$ cat config.mk
export PLATFORM = sky130hd
export DESIGN_NAME = overlap_add_mc
export DESIGN_NICKNAME = d
export VERILOG_FILES = /design/src/rtl/overlap_pkg.sv /design/src/rtl/overlap_hist_mem.sv /design/src/rtl/overlap_add_mc.sv
export SDC_FILE = /design/constraint.sdc
export NUM_CORES = 1
export LEC_CHECK = 0
export BUFFER_PORTS_ARGS = -buffer_cell sky130_fd_sc_hd__buf_2
export CORE_UTILIZATION = 35
export DETAILED_ROUTE_END_ITERATION = 16
export GPL_TIMING_DRIVEN = 0
export PLACE_DENSITY = 0.5
export SLEW_MARGIN = 20
export SYNTH_ARGS = -nofsm -noshare
export SYNTH_HDL_FRONTEND = slang
export SYNTH_HIERARCHICAL = 1
export SYNTH_SLANG_ARGS = --single-unit
$ cat constraint.sdc
create_clock -name clk -period 6.2 [get_ports clk]
set_input_delay 0.93 -clock clk [delete_from_list [all_inputs] [get_ports clk]]
set_output_delay 0.93 -clock clk [all_outputs]
set_load 0.02 [all_outputs]
$ cat src/rtl/overlap_pkg.sv
// rtl/overlap_pkg.sv - shared types, default sizes and sum-reduction helpers for overlap_add_mc
package overlap_pkg;

  localparam int DEF_WIDTH    = 24;
  localparam int DEF_N        = 18;
  localparam int DEF_CHANNELS = 2;

  // Helpers operate on operands sign-extended to this width; callers keep the low WIDTH bits.
  localparam int MAX_WIDTH    = 64;

  typedef logic signed [DEF_WIDTH-1:0] sample_t;

  typedef enum logic {
    ADD,
    STORE
  } state_e;

  // Adds two sign-extended operands and clamps the result to a w-bit two's complement range.
  function automatic logic signed [MAX_WIDTH-1:0] sat_add(
    input logic signed [MAX_WIDTH-1:0] a,
    input logic signed [MAX_WIDTH-1:0] b,
    input int unsigned                 w
  );
    logic signed [MAX_WIDTH:0] sum;
    logic signed [MAX_WIDTH:0] one;
    logic signed [MAX_WIDTH:0] hi;
    logic signed [MAX_WIDTH:0] lo;
    one = {{MAX_WIDTH{1'b0}}, 1'b1};
    sum = {a[MAX_WIDTH-1], a} + {b[MAX_WIDTH-1], b};
    hi  = (one <<< (w - 1)) - one;
    lo  = -(one <<< (w - 1));
    if (sum > hi) begin
      return hi[MAX_WIDTH-1:0];
    end
    if (sum < lo) begin
      return lo[MAX_WIDTH-1:0];
    end
    return sum[MAX_WIDTH-1:0];
  endfunction

  // Plain two's complement add; truncating the result to WIDTH bits gives the wrapped sum.
  function automatic logic signed [MAX_WIDTH-1:0] wrap_add(
    input logic signed [MAX_WIDTH-1:0] a,
    input logic signed [MAX_WIDTH-1:0] b
  );
    return a + b;
  endfunction

endpackage

$ cat src/rtl/overlap_hist_mem.sv
// rtl/overlap_hist_mem.sv - per-channel history store, one write port and one combinational read port
module overlap_hist_mem #(
  parameter int  WIDTH    = 24,
  parameter int  N        = 18,
  parameter int  CHANNELS = 2,
  localparam int CW       = (CHANNELS > 1) ? $clog2(CHANNELS) : 1,
  localparam int OW       = (N > 1) ? $clog2(N) : 1
) (
  input  logic             clk,
  input  logic             wr_en,
  input  logic [CW-1:0]    wr_ch,
  input  logic [OW-1:0]    wr_off,
  input  logic [WIDTH-1:0] wr_data,
  input  logic [CW-1:0]    rd_ch,
  input  logic [OW-1:0]    rd_off,
  output logic [WIDTH-1:0] rd_data
);

  localparam int            DEPTH = CHANNELS * N;
  localparam int            AW    = (DEPTH > 1) ? $clog2(DEPTH) : 1;
  localparam logic [AW-1:0] N_A   = AW'(N);

  logic [WIDTH-1:0] mem_q [DEPTH];
  logic [AW-1:0]    wr_addr;
  logic [AW-1:0]    rd_addr;

  // Each channel owns a contiguous block of N entries.
  always_comb begin
    wr_addr = AW'(wr_ch) * N_A + AW'(wr_off);
    rd_addr = AW'(rd_ch) * N_A + AW'(rd_off);
    rd_data = mem_q[rd_addr];
  end

  // History contents are never reset; validity is tracked by the parent.
  always_ff @(posedge clk) begin
    if (wr_en) begin
      mem_q[wr_addr] <= wr_data;
    end
  end

endmodule

$ cat src/rtl/overlap_add_mc.sv
// rtl/overlap_add_mc.sv - multi-channel IMDCT overlap-add stage; OVERLAP_ADD_SAT_EN selects saturating sums
module overlap_add_mc
  import overlap_pkg::*;
#(
  parameter int  WIDTH    = DEF_WIDTH,
  parameter int  N        = DEF_N,
  parameter int  CHANNELS = DEF_CHANNELS,
  localparam int CW       = (CHANNELS > 1) ? $clog2(CHANNELS) : 1
) (
  input  logic                    clk,
  input  logic                    reset,
  input  logic                    in_valid,
  output logic                    in_ready,
  input  logic signed [WIDTH-1:0] in_sample,
  input  logic [CW-1:0]           in_channel,
  input  logic                    in_first,
  output logic                    out_valid,
  input  logic                    out_ready,
  output logic signed [WIDTH-1:0] out_sample,
  output logic [CW-1:0]           out_channel,
  output logic                    out_last
);

  localparam int            IW           = $clog2(2 * N);
  localparam int            OW           = (N > 1) ? $clog2(N) : 1;
  localparam logic [CW:0]   CH_LIM       = CHANNELS[CW:0];
  localparam logic [IW-1:0] IDX_HALF     = IW'(N);
  localparam logic [IW-1:0] IDX_ADD_LAST = IW'(N - 1);
  localparam logic [IW-1:0] IDX_LAST     = IW'(2 * N - 1);

  state_e                  state_q, state_d;
  logic [IW-1:0]           idx_q, idx_d;
  logic [CW-1:0]           cur_ch_q, cur_ch_d;
  logic                    cur_clr_q, cur_clr_d;
  logic [CHANNELS-1:0]     hist_valid_q, hist_valid_d;
  logic                    out_valid_q, out_valid_d;
  logic signed [WIDTH-1:0] out_sample_q, out_sample_d;
  logic [CW-1:0]           out_channel_q, out_channel_d;
  logic                    out_last_q, out_last_d;

  logic [CW-1:0]               ch_in;
  logic [CW-1:0]               eff_ch;
  logic                        eff_clr;
  logic                        xfer;
  logic                        hist_use;
  logic [WIDTH-1:0]            hist_rd;
  logic signed [MAX_WIDTH-1:0] a_ext;
  logic signed [MAX_WIDTH-1:0] b_ext;
  logic signed [MAX_WIDTH-1:0] sum_full;
  logic                        unused_sum_hi;
  logic                        wr_en;
  logic [OW-1:0]               rd_off;
  logic [OW-1:0]               wr_off;

  overlap_hist_mem #(
    .WIDTH    (WIDTH),
    .N        (N),
    .CHANNELS (CHANNELS)
  ) u_hist_mem (
    .clk     (clk),
    .wr_en   (wr_en),
    .wr_ch   (eff_ch),
    .wr_off  (wr_off),
    .wr_data (in_sample),
    .rd_ch   (eff_ch),
    .rd_off  (rd_off),
    .rd_data (hist_rd)
  );

  // Datapath: on sample 0 the latched channel/flag are not yet valid, so use the live inputs.
  always_comb begin
    ch_in         = ({1'b0, in_channel} < CH_LIM) ? in_channel : '0;
    eff_ch        = (idx_q == '0) ? ch_in : cur_ch_q;
    eff_clr       = (idx_q == '0) ? in_first : cur_clr_q;
    in_ready      = (state_q == ADD) ? (!out_valid_q || out_ready) : 1'b1;
    xfer          = in_valid && in_ready;
    hist_use      = !eff_clr && hist_valid_q[eff_ch];
    a_ext         = {{(MAX_WIDTH - WIDTH){in_sample[WIDTH-1]}}, in_sample};
    b_ext         = hist_use ? {{(MAX_WIDTH - WIDTH){hist_rd[WIDTH-1]}}, hist_rd} : '0;
`ifdef OVERLAP_ADD_SAT_EN
    sum_full      = sat_add(a_ext, b_ext, WIDTH);
`else
    sum_full      = wrap_add(a_ext, b_ext);
`endif
    unused_sum_hi = ^sum_full[MAX_WIDTH-1:WIDTH];
    rd_off        = idx_q[OW-1:0];
    wr_off        = OW'(idx_q - IDX_HALF);
    wr_en         = xfer && (state_q == STORE);
  end

  // Next state: ADD phase emits sums, STORE phase captures history and marks it valid at frame end.
  always_comb begin
    state_d       = state_q;
    idx_d         = idx_q;
    cur_ch_d      = cur_ch_q;
    cur_clr_d     = cur_clr_q;
    hist_valid_d  = hist_valid_q;
    out_valid_d   = out_valid_q;
    out_sample_d  = out_sample_q;
    out_channel_d = out_channel_q;
    out_last_d    = out_last_q;
    if (out_valid_q && out_ready) begin
      out_valid_d = 1'b0;
    end
    if (xfer) begin
      if (idx_q == '0) begin
        cur_ch_d  = ch_in;
        cur_clr_d = in_first;
      end
      case (state_q)
        ADD: begin
          out_valid_d   = 1'b1;
          out_sample_d  = sum_full[WIDTH-1:0];
          out_channel_d = eff_ch;
          out_last_d    = (idx_q == IDX_ADD_LAST);
          idx_d         = idx_q + IW'(1);
          if (idx_q == IDX_ADD_LAST) begin
            state_d = STORE;
          end
        end
        STORE: begin
          if (idx_q == IDX_LAST) begin
            idx_d                  = '0;
            state_d                = ADD;
            hist_valid_d[cur_ch_q] = 1'b1;
          end else begin
            idx_d = idx_q + IW'(1);
          end
        end
        default: begin
          state_d = ADD;
        end
      endcase
    end
  end

  // State register; reset abandons any partial frame and invalidates all history.
  always_ff @(posedge clk or negedge reset) begin
    if (!reset) begin
      state_q       <= ADD;
      idx_q         <= '0;
      cur_ch_q      <= '0;
      cur_clr_q     <= 1'b0;
      hist_valid_q  <= '0;
      out_valid_q   <= 1'b0;
      out_sample_q  <= '0;
      out_channel_q <= '0;
      out_last_q    <= 1'b0;
    end else begin
      state_q       <= state_d;
      idx_q         <= idx_d;
      cur_ch_q      <= cur_ch_d;
      cur_clr_q     <= cur_clr_d;
      hist_valid_q  <= hist_valid_d;
      out_valid_q   <= out_valid_d;
      out_sample_q  <= out_sample_d;
      out_channel_q <= out_channel_d;
      out_last_q    <= out_last_d;
    end
  end

  assign out_valid   = out_valid_q;
  assign out_sample  = out_sample_q;
  assign out_channel = out_channel_q;
  assign out_last    = out_last_q;

endmodule

## After elaboration in Yosys (flattened, before gate mapping)

Memory sizes are Yosys's and may differ from the RTL's.
Cells that the tools add are included.
Widths: inputs -> output; s select.

- Reductions and logical operators: 11
- $mul: 1
- Add/sub/neg operators: 5
- Mux-type cells: 18
- Magnitude comparators: 3
- Bitwise logic cells: 2
- Eq/ne operators: 2

Operators with widths:

| kind | count |
|---|---|
| $add 24x24->24 | 1 |
| $mux 24 | 1 |
| $mux 1 | 13 |
| $add 6x5->6 | 2 |
| $pmux 6 s2 | 1 |
| $add 6x1->6 const B | 1 |
| $eq 6x5->1 const B | 1 |
| $eq 6x6->1 const B | 1 |
| $logic_not 6->1 | 1 |
| $mux 6 | 1 |
| $logic_and 1x1->1 | 5 |
| $mul 1x4->5 const B | 1 |
| $sub 5x5->5 const B | 1 |
| $lt 1x2->1 const B | 2 |
| $reduce_and 3->1 | 1 |
| $logic_not 1->1 | 2 |
| $or 2x2->2 | 1 |
| $pmux 1 s2 | 1 |
| $reduce_and 2->1 | 1 |
| $demux 1 s1 | 1 |
| $ge 1x1->1 const B | 1 |
| $logic_or 1x1->1 | 1 |
| $not 1->1 | 1 |

- Register bits after elaboration: 38
- Memories: 1
- Logic and storage cells: 52
- RAM bits: 864

Memories:

| name | depth | width | rd ports | clocked after Yosys merged registers in | write ports | RTL line | source |
|---|---|---|---|---|---|---|---|
| u_hist_mem.mem_q | 36 | 24 | 1 | 0 | 1 | overlap_hist_mem.sv:23 | `logic [WIDTH-1:0] mem_q [DEPTH];` |

## Depth between registers and ports, before layout

Gate-level depths: netlist of run 1.

- Word-level depth: 7
- Mapped depth: 25

## Modules after synthesis

Netlist of run 1, hierarchy kept.

Modules (own cells, without submodules):

| module | area an instance (µm²) | instances | cells an instance |
|---|---|---|---|
| overlap_hist_mem | 33762.4 | 1 | 1792 |
| overlap_add_mc | 3120.5 | 1 | 370 |

## Least setup slack after synthesis of run 1

No wires, ideal clock.

- Kind: reg-to-reg
- Start: register idx_q[0]
- End: register out_sample_q[22] (netlist: out_sample[22])
- Cell stages (with the launch flop): 23
- Data arrival time: 5.010 ns
- Library setup time: 0.077 ns
- Path slack: 1.113 ns
- Period minus slack after synthesis: 5.087 ns
- Required time: 6.123 ns
- Cell sequence: dfrtp_1 -> inv_1 -> ha_1 -> nand3_2 -> mux2i_1 -> inv_1 -> ha_1 -> ha_1 -> nand2b_1 -> nor2b_1 -> a2111oi_0 -> and3_1 -> a211oi_1 -> and2_1 -> ha_1 -> fa_1 -> a21o_1 -> a21o_1 -> a211o_1 -> a31oi_1 -> o31a_2 -> mux2_2 -> a21oi_1

- Cells in the longest elaborated chain, start to end: 7
- Elaborated cells on any way between the ends: 12
- Classes of those cells: 2 x add/sub; 1 x mul; 5 x mux; 3 x reduce/logical; 1 x memory

RTL lines:

| item | RTL line | source |
|---|---|---|
| start: declaration | overlap_add_mc.sv:32 | `logic [IW-1:0] idx_q, idx_d;` |
| start signal: assignment | overlap_add_mc.sv:151 | `idx_q <= idx_d;` |
| $logic_not 6->1 | overlap_add_mc.sv:73 | `eff_ch = (idx_q == '0) ? ch_in : cur_ch_q;` |
| $mux 1 | -- |  |
| named net eff_ch | overlap_add_mc.sv:42 | `logic [CW-1:0] eff_ch;` |
| $mul 1x4->5 | overlap_hist_mem.sv:30 | `rd_addr = AW'(rd_ch) * N_A + AW'(rd_off);` |
| $add 6x5->6 | overlap_hist_mem.sv:30 |  |
| $mem_v2 36x24 | -- |  |
| named net hist_rd[0] | overlap_add_mc.sv:46 | `logic [WIDTH-1:0] hist_rd;` |
| $mux 24 | overlap_add_mc.sv:79 | `b_ext = hist_use ? {{(MAX_WIDTH - WIDTH){hist_rd[WIDTH-1]}}, hist_rd} : '0;` |
| $add 24x24->24 | overlap_pkg.sv:46 | `return a + b;` |
| end signal: assignment | overlap_add_mc.sv:156 | `out_sample_q <= out_sample_d;` |
| end: declaration | overlap_add_mc.sv:37 | `logic signed [WIDTH-1:0] out_sample_q, out_sample_d;` |

The timed path passes the listed nets, and every way through them passes these cells. The select of a mux whose other input is x is not followed.
A chain may end at the register's enable or synchronous reset.

## Worst setup path in the final report of run 1

- Start: register idx_q[3]
- End: register out_sample_q[23] (netlist: out_sample[23])

Same word-level chain as after synthesis.

==> flow_summary.yaml, run 1 <==
outcome:
  status: "complete, no violations"
worst_setup_path:
  r2r_slack_ns: 0.13
  regToRegStartpoint: "idx_q[3]"
  crit_path_end: "out_sample[23]"
  cp_max_fo: 10
  critPathRequiredTime_ns: 6.73
  start_kind: "register"
  cp-end-kind: "register"
  worstRegToRegCells: 22
  crit_start: "idx_q[3]"
  critical_path_class: "register to register"
  r2r_end: "out_sample[23]"
  arrival_ns: 6.59
floorplanning:
  dieArea_um2: 107000
  num_io_pins: 58
  initial_core_util_pct: 35.5
  die_w_um: 327
  design.core.area_um2: 104000
  die_y_um: 327
  rows: 118
place:
  routabilityCongestion: 0.898
  dp_hpwl_um: 68100
  place_ws_ns: -1.40
  port_buffers: 57
  place_inst: 3635
clocking:
  ctsHoldBuffers: 0
  cts_root_buffer: "clkbuf_16"
  cts_tree: "built"
  clk_pin_slew_ns: 0.06
  worstSkewPairLatency_ns: 0.66
  cts.sinks: 902
  numCtsBuffers: 92
  cts.path.max_buffers: 3
  h-tree-depth: 3
route:
  wire_per_inst_um: 26.6
  met1_length_um: 45900
  drt_wl_total_um: 101000
  wl_met2_um: 48700
  wl_met3_um: 4770
  drt_iter0_drc: 1777
  vias: 20500
  dr.max_layer_used: "met4"
  drc: 0
  first_pass_iters: 5
  final_antenna_net_count: 0
  vias_per_cell: 5.38
sta:
  fmax_mhz: 165
  setup_violations: 0
  fin_skew_ns: 0.0184
  hold_slack_ns: 0.390
  fin_crit_ns: 6.07
  final_hold_viol_count: 0
  tns_ns: 0
  setup_ws_ns: 0.135
  tightest_slew_ns: 1.06
  fin_crit_sh_pct: 97.8
  slew_headroom_pct: 29.4
  final_max_slew_viol_count: 0
yosys:
  synth_most_common_cell: "edfxtp_1"
  synth_largest_area_cell: "edfxtp_1"
  ys.flop_type: "edfxtp_1"
  yosys_warnings: 6
  ys_seq_elements: 902
  syn-cell-area_um2: 36900
  synthCells: 2162
  synth_top_area_share_pct: 70.3
  synth.distinct_cells: 70
  synth_common_cells: "edfxtp_1, nand2_1, mux2i_1"
  synthTopCellsByArea: "edfxtp_1, mux4_2, mux2i_1"
  synth_edf_count: 864
  synth-async-reset-ratio_pct: 4.21
  yosysSeqAreaShare_pct: 72.9
  avgSynthCellArea_um2: 17.1
  synthesis.nets: 2227
power:
  p_leak_nw: 14.6
  fin_total_pwr_w: 0.0228
  power_density_nw_per_um2: 523
  peakVddDrop_mv: 0.246
finish:
  area_delta_synth_final_pct: 18.1
  final_cell_count_no_fill: 3808
  drive_above_1_share_pct: 21.2
  final_nets: 2416
global_route:
  grt_pass1_wl_um: 147000
  grt_max_degree: 39
  grtUsageTotal_pct: 19.0
  overflow: 0
  grt_pass1_vias: 20700
  antenna_found_initial: 0
flow_run:
  drv_cap: 0
hold_path:
  hp-class: "primary input to async pin"
[repair_timing]
item / CTS / global route
setup endpoints to repair: 20 / 13
endpoints found under the hold margin: 0 / 0
gates resized for setup: 61 / 51
cloned: 0 / 0
pin swaps: 3 / 6
setup buffers: 1 / 2
[stage by stage]
step	area [µm²]	utilization, %
4_1_cts	43400	41.7
3_5_place_dp	40200	38.6
3_3_place_gp	38900	37.4
2_1_floorplan	36900	-
6_report	43500	41.9
5_1_grt	43500	41.9
[cells by family (layout without fill, tap and decap cells)]
family | after synthesis | in the layout | share of synthesized area, %
fa+ha+maj | 35 | 35 | 1.21
compound gates | 314 | 314 | 6.31
buf+inv | 141 | 405 | 1.88
mux | 298 | 298 | 11.7
xor+xnor | 26 | 26 | 0.617
other cells | 0 | 2 | 0
flops | 902 | 902 | 72.9
simple gates | 446 | 446 | 5.39
[critical path: stages, from the launching register on]
cell and delay [ns]:
dfrtp_2 0.49, buf_6 0.17, nor3_4 0.23, nand3_2 0.18, mux2i_4 0.29, inv_1 0.16, ha_1 0.34, buf_4 0.21
buf_6 0.22, buf_6 0.20, nor2_1 0.12, buf_2 0.26, a221oi_4 0.37, o22ai_2 0.25, o41ai_4 0.45, and2_1 0.22
ha_1 0.31, a21o_1 0.27, or3_1 0.34, o211ai_1 0.31, a32oi_1 0.17, xnor2_1 0.26, o21ai_1 0.09
[power breakdown]
part | internal, W | switching [W] | total, W
clock | 0.00312 | 0.00233 | 0.00544
combinational | 0.00365 | 0.00646 | 0.0101
sequential | 0.00708 | 0.000148 | 0.00723
total | 0.0139 | 0.00894 | 0.0228
[how the worst min path moves through the flow]
stage               startpoint               to  slack [ns]
6_report                 reset   out_sample[22]        0.39
5_1_grt                  reset   out_sample[20]        0.44
4_1_cts                  reset   out_sample[20]        0.37
3_5_place_dp   hist_valid_q[0]  hist_valid_q[0]        0.47
3_3_place_gp   hist_valid_q[1]  hist_valid_q[1]        0.45
2_1_floorplan  hist_valid_q[1]  hist_valid_q[1]        0.44
[per-layer routing]
| layer | global-route usage, % | vias up |
|---|---|---|
| li1 | - | 8953 |
| met1 | 26.9 | 10900 |
| met2 | 30.8 | 569 |
| met3 | 2.30 | 124 |
| met4 | 5.25 | 0 |
| met5 | 0 | - |
[cell type report]
type                       instances  area [µm²]
clock buffer                     116        2420
inverter                          20        75.1
clock inverter                    53         527
multi-input combinational       1119        9870
antenna                            2        5.00
timing repair buffer              96        1300
sequential                       902       26900
buffer                           120         719
tap                             1380        1730
fill                            9271       60400
[flip-flops by register name, indices dropped and copies added (netlist names)]
register,flops
hist_valid_q,2
u_hist_mem/mem_q,864
idx_q,6
out_last,1
cur_clr_q,1
cur_ch_q,1
out_channel,1
out_sample,24
out_valid,1
state_q,1
[placed cells by master (no fill, tap or decap), types with 14 or more instances in the layout]
cell       instances
a21oi_1           57
edfxtp_1         864
a22oi_1           46
nor2b_1           16
nand2_1          209
dfrtp_1           35
nand3_1           38
mux2i_1          189
buf_4             20
buf_16            36
clkbuf_2          14
and3_1            14
nor2_1            59
o22ai_1           21
nor2_4            37
and2_1            31
buf_2             84
mux4_2           104
a22o_1            22
buf_6             14
clkinv_1          21
ha_1              33
clkbuf_16         92
o21ai_0           31
xnor2_1           15
clkbuf_1          57
a31oi_1           16
a221oi_1          15
inv_1             20
Note: power is estimated with default switching activity, not from simulation.
==> run 2, diff against run 1 <==
CORE_UTILIZATION = 62   (was 35)
PLACE_DENSITY = 0.8   (was 0.5)
SYNTH_HIERARCHICAL = not set   (was 1)
==> run 2 against run 1 <==
  * Core utilization rose by 32 points
  * Total power rose by 1.3%
  * Worst hold slack got worse by 0.029 ns
  * First-iteration DRC count rose by 120%
  * Cell area fell by 4.3%
  * Wire length rose by 7.4%
  * Sequential power rose by 5.3%
  * Critical path depth rose by 1
  * Largest cell class unchanged
==> flow_summary.yaml, run 2 <==
outcome:
  status: "complete, no violations"
place:
  dp_hpwl_um: 58400
  port_buffers: 57
  routabilityCongestion: 0.899
  place_inst: 2503
clocking:
  cts_root_buffer: "clkbuf_16"
  ctsHoldBuffers: 0
  cts.sinks: 902
  cts.path.max_buffers: 3
  cts_tree: "built"
  clk_pin_slew_ns: 0.06
  worstSkewPairLatency_ns: 0.67
  h-tree-depth: 3
  numCtsBuffers: 86
sta:
  slew_headroom_pct: 21.9
  fmax_mhz: 165
  hold_slack_ns: 0.361
  fin_crit_ns: 6.04
  final_hold_viol_count: 0
  tightest_slew_ns: 1.17
  grt_setup_unrepaired: "no"
  setup_violations: 0
  fin_crit_sh_pct: 97.5
  final_max_slew_viol_count: 0
  fin_skew_ns: 0.0271
finish:
  largest_reg_flops: 864
  area_delta_synth_final_pct: 16.3
  final_util_pct: 73.5
  final_nets: 1922
  layout.cells.most_common: "edfxtp_1"
  drive_above_1_share_pct: 32.4
  largest_register: "u_hist_mem.mem_q"
  final_cell_count_no_fill: 2687
  n_fill_cell: 2818
  final_cell_mix: "edfxtp_1, mux4_2, clkbuf_16, buf_2, nand2_1"
route:
  wire_per_inst_um: 40.5
  final_antenna_net_count: 0
  vias_per_cell: 7.58
  vias: 20400
  first_pass_iters: 7
  drt_wl_total_um: 109000
  drt_iter0_drc: 3947
  drc: 0
worst_setup_path:
  crit_chain: "buf_12 -> buf_16 -> inv_6 -> ha_4 -> nand3b_4 -> mux2i_4 -> inv_2 -> ha_1 -> clkbuf_2 -> mux4_2 -> mux4_2 -> mux2i_1 -> a211oi_2 -> ha_1 -> a21o_1 -> a21oi_2 -> a21oi_2 -> or4_4 -> a211oi_2 -> o21bai_1 -> a21oi_1 -> xor2_1 -> o21ai_1"
  start_kind: "register"
  worstSetupPathDepth: 23
  crit_family: "multiplexers"
  critPathRequiredTime_ns: 6.73
  cp_max_fo: 12
  worstRegToRegCells: 23
  arrival_ns: 6.57
  critical_path.max_stage_delay_ns: 0.54
  cp-end-kind: "register"
  crit_buf_inv: 5
  critical_path_class: "register to register"
  slowest_stage: "mux4_2"
power:
  p_leak_nw: 13.6
  netSwitchingPower_w: 0.00878
  power_density_nw_per_um2: 554
  p_int_w: 0.0143
  peakVddDrop_mv: 0.425
  comb_power_share_pct: 44.1
  fin_total_pwr_w: 0.0231
  seqPwrFrac_pct: 32.9
  power_frac_clock_pct: 23.0
  swShare_pct: 38.0
yosys:
  synthTopCellsByArea: "edfxtp_1, mux4_2, dfrtp_1"
  synth_edf_count: 864
  synth_common_cells: "edfxtp_1, mux4_2, nor2_1"
  synthesis.nets: 1718
  synth_most_common_cell: "edfxtp_1"
  synth-async-reset-ratio_pct: 4.21
  synth_largest_area_cell: "edfxtp_1"
  ys.flop_type: "edfxtp_1"
  ys_seq_elements: 902
  syn-cell-area_um2: 35800
  yosysSeqAreaShare_pct: 75.1
  avgSynthCellArea_um2: 21.7
  yosys_warnings: 0
  synth_top_area_share_pct: 72.4
  synth.distinct_cells: 53
  synthCells: 1654
hold_path:
  hp-class: "primary input to async pin"
global_route:
  overflow: 0
  antenna_found_initial: 4
  grt_pass1_vias: 20200
  grt_pass1_wl_um: 152000
  grtUsageTotal_pct: 37.9
  grt_max_degree: 42
floorplanning:
  rows: 87
  design.core.area_um2: 56700
  dieArea_um2: 58700
  initial_core_util_pct: 63.1
  die_w_um: 242
  num_io_pins: 58
  die_y_um: 242
flow_run:
  drv_cap: 0
==> run 2: cell count changes after synthesis, moves of 14 or more <==
cell      before  now
a21oi_1       60   28
a221oi_1      22    0
a22o_1        22    0
a22oi_1       47    1
a32oi_1       14    0
and2_1        31    0
mux2i_1      190   28
mux4_2       104  262
nand2_1      209   54
nand3_1       38    6
nor2_1        99   77
o22ai_1       24    1
==> run 2: routing by layer <==
metal / vias up / global-route usage [%] / share of wire, %
met5: - / 0 / 0.035
met4: 6 / 24.9 / 7.9
met3: 502 / 8.83 / 13
met2: 2237 / 59.4 / 47
met1: 10300 / 48.1 / 32
li1: 7336 / - / -
==> run 2: final cells by class <==
class                           count  area (µm²)  area share, %
Inverter                           15        61.3          0.147
Clock buffer                      111        2310           5.54
Antenna cell                        2        5.00         0.0120
Multi-Input combinational cell    656        8960           21.5
Clock inverter                     48         414          0.994
Sequential cell                   902       26900           64.6
Timing Repair Buffer              119        1450           3.49
Tap cell                          756         946           2.27
Buffer                             78         617           1.48
==> run 2: worst paths after layout <==
path	slack (ns)	to	start
max in group asynchronous	5.32	out_sample[0]	reset
worst min register to register	0.48	out_sample[8]	out_sample[8]
worst max register to register	0.16	out_sample[21]	idx_q[0]
worst max-delay path	0.16	out_sample[21]	idx_q[0]
min in group clk	0.47	out_valid	out_ready
worst min-delay path	0.36	out_sample[20]	reset
==> run 2: worst reg2reg max path, stage by stage, from the launching register on <==
cell and delay (ns):
dfrtp_1 0.41, buf_12 0.14, buf_16 0.17, inv_6 0.06, ha_4 0.16, nand3b_4 0.10, mux2i_4 0.26, inv_2 0.09
ha_1 0.50, clkbuf_2 0.52, mux4_2 0.42, mux4_2 0.54, mux2i_1 0.20, a211oi_2 0.12, ha_1 0.35, a21o_1 0.20
a21oi_2 0.18, a21oi_2 0.10, or4_4 0.52, a211oi_2 0.27, o21bai_1 0.12, a21oi_1 0.19, xor2_1 0.22, o21ai_1 0.08
==> run 2: power groups by stage <==
stage | registers (W) | clock network, W | logic (W)
after floorplan | 0.00765 | 0 | 0.00527
after global placement | 0.00764 | 0 | 0.00784
after detailed placement | 0.00765 | 0 | 0.00856
after CTS | 0.00758 | 0.00526 | 0.00955
after global routing | 0.00763 | 0.00550 | 0.0103
final | 0.00761 | 0.00530 | 0.0102
==> run 2: through the flow <==
stage,worst slack [ns],instance area [µm²],TNS (ns)
3_3_place_gp,-2.00,37100,-1093.53
2_1_floorplan,0.0282,35900,0
5_1_grt,0.0744,41700,0
3_5_place_dp,-2.23,38300,-169.36
4_1_cts,0.0142,41500,0
6_report,0.156,41700,0
==> run 2: what timing repair did <==
action / 4_1_cts / 5_1_grt
resized for setup: 98 / 27
cloned: 2 / 0
setup buffers: 14 / 10
pin swaps: 12 / 9
endpoints found under the setup margin: 862 / 9
==> run 2: kinds of logic after synthesis <==
| family | after synthesis | synth area share (%) |
|---|---|---|
| buffers and inverters | 96 | 1.11 |
| xor gates and xnor gates | 32 | 0.825 |
| AOI/OAI and AO/OA | 124 | 2.16 |
| DFF | 902 | 75.1 |
| adders and majority gates | 34 | 1.21 |
| muxes | 295 | 17.4 |
| and+or+nand+nor | 171 | 2.15 |
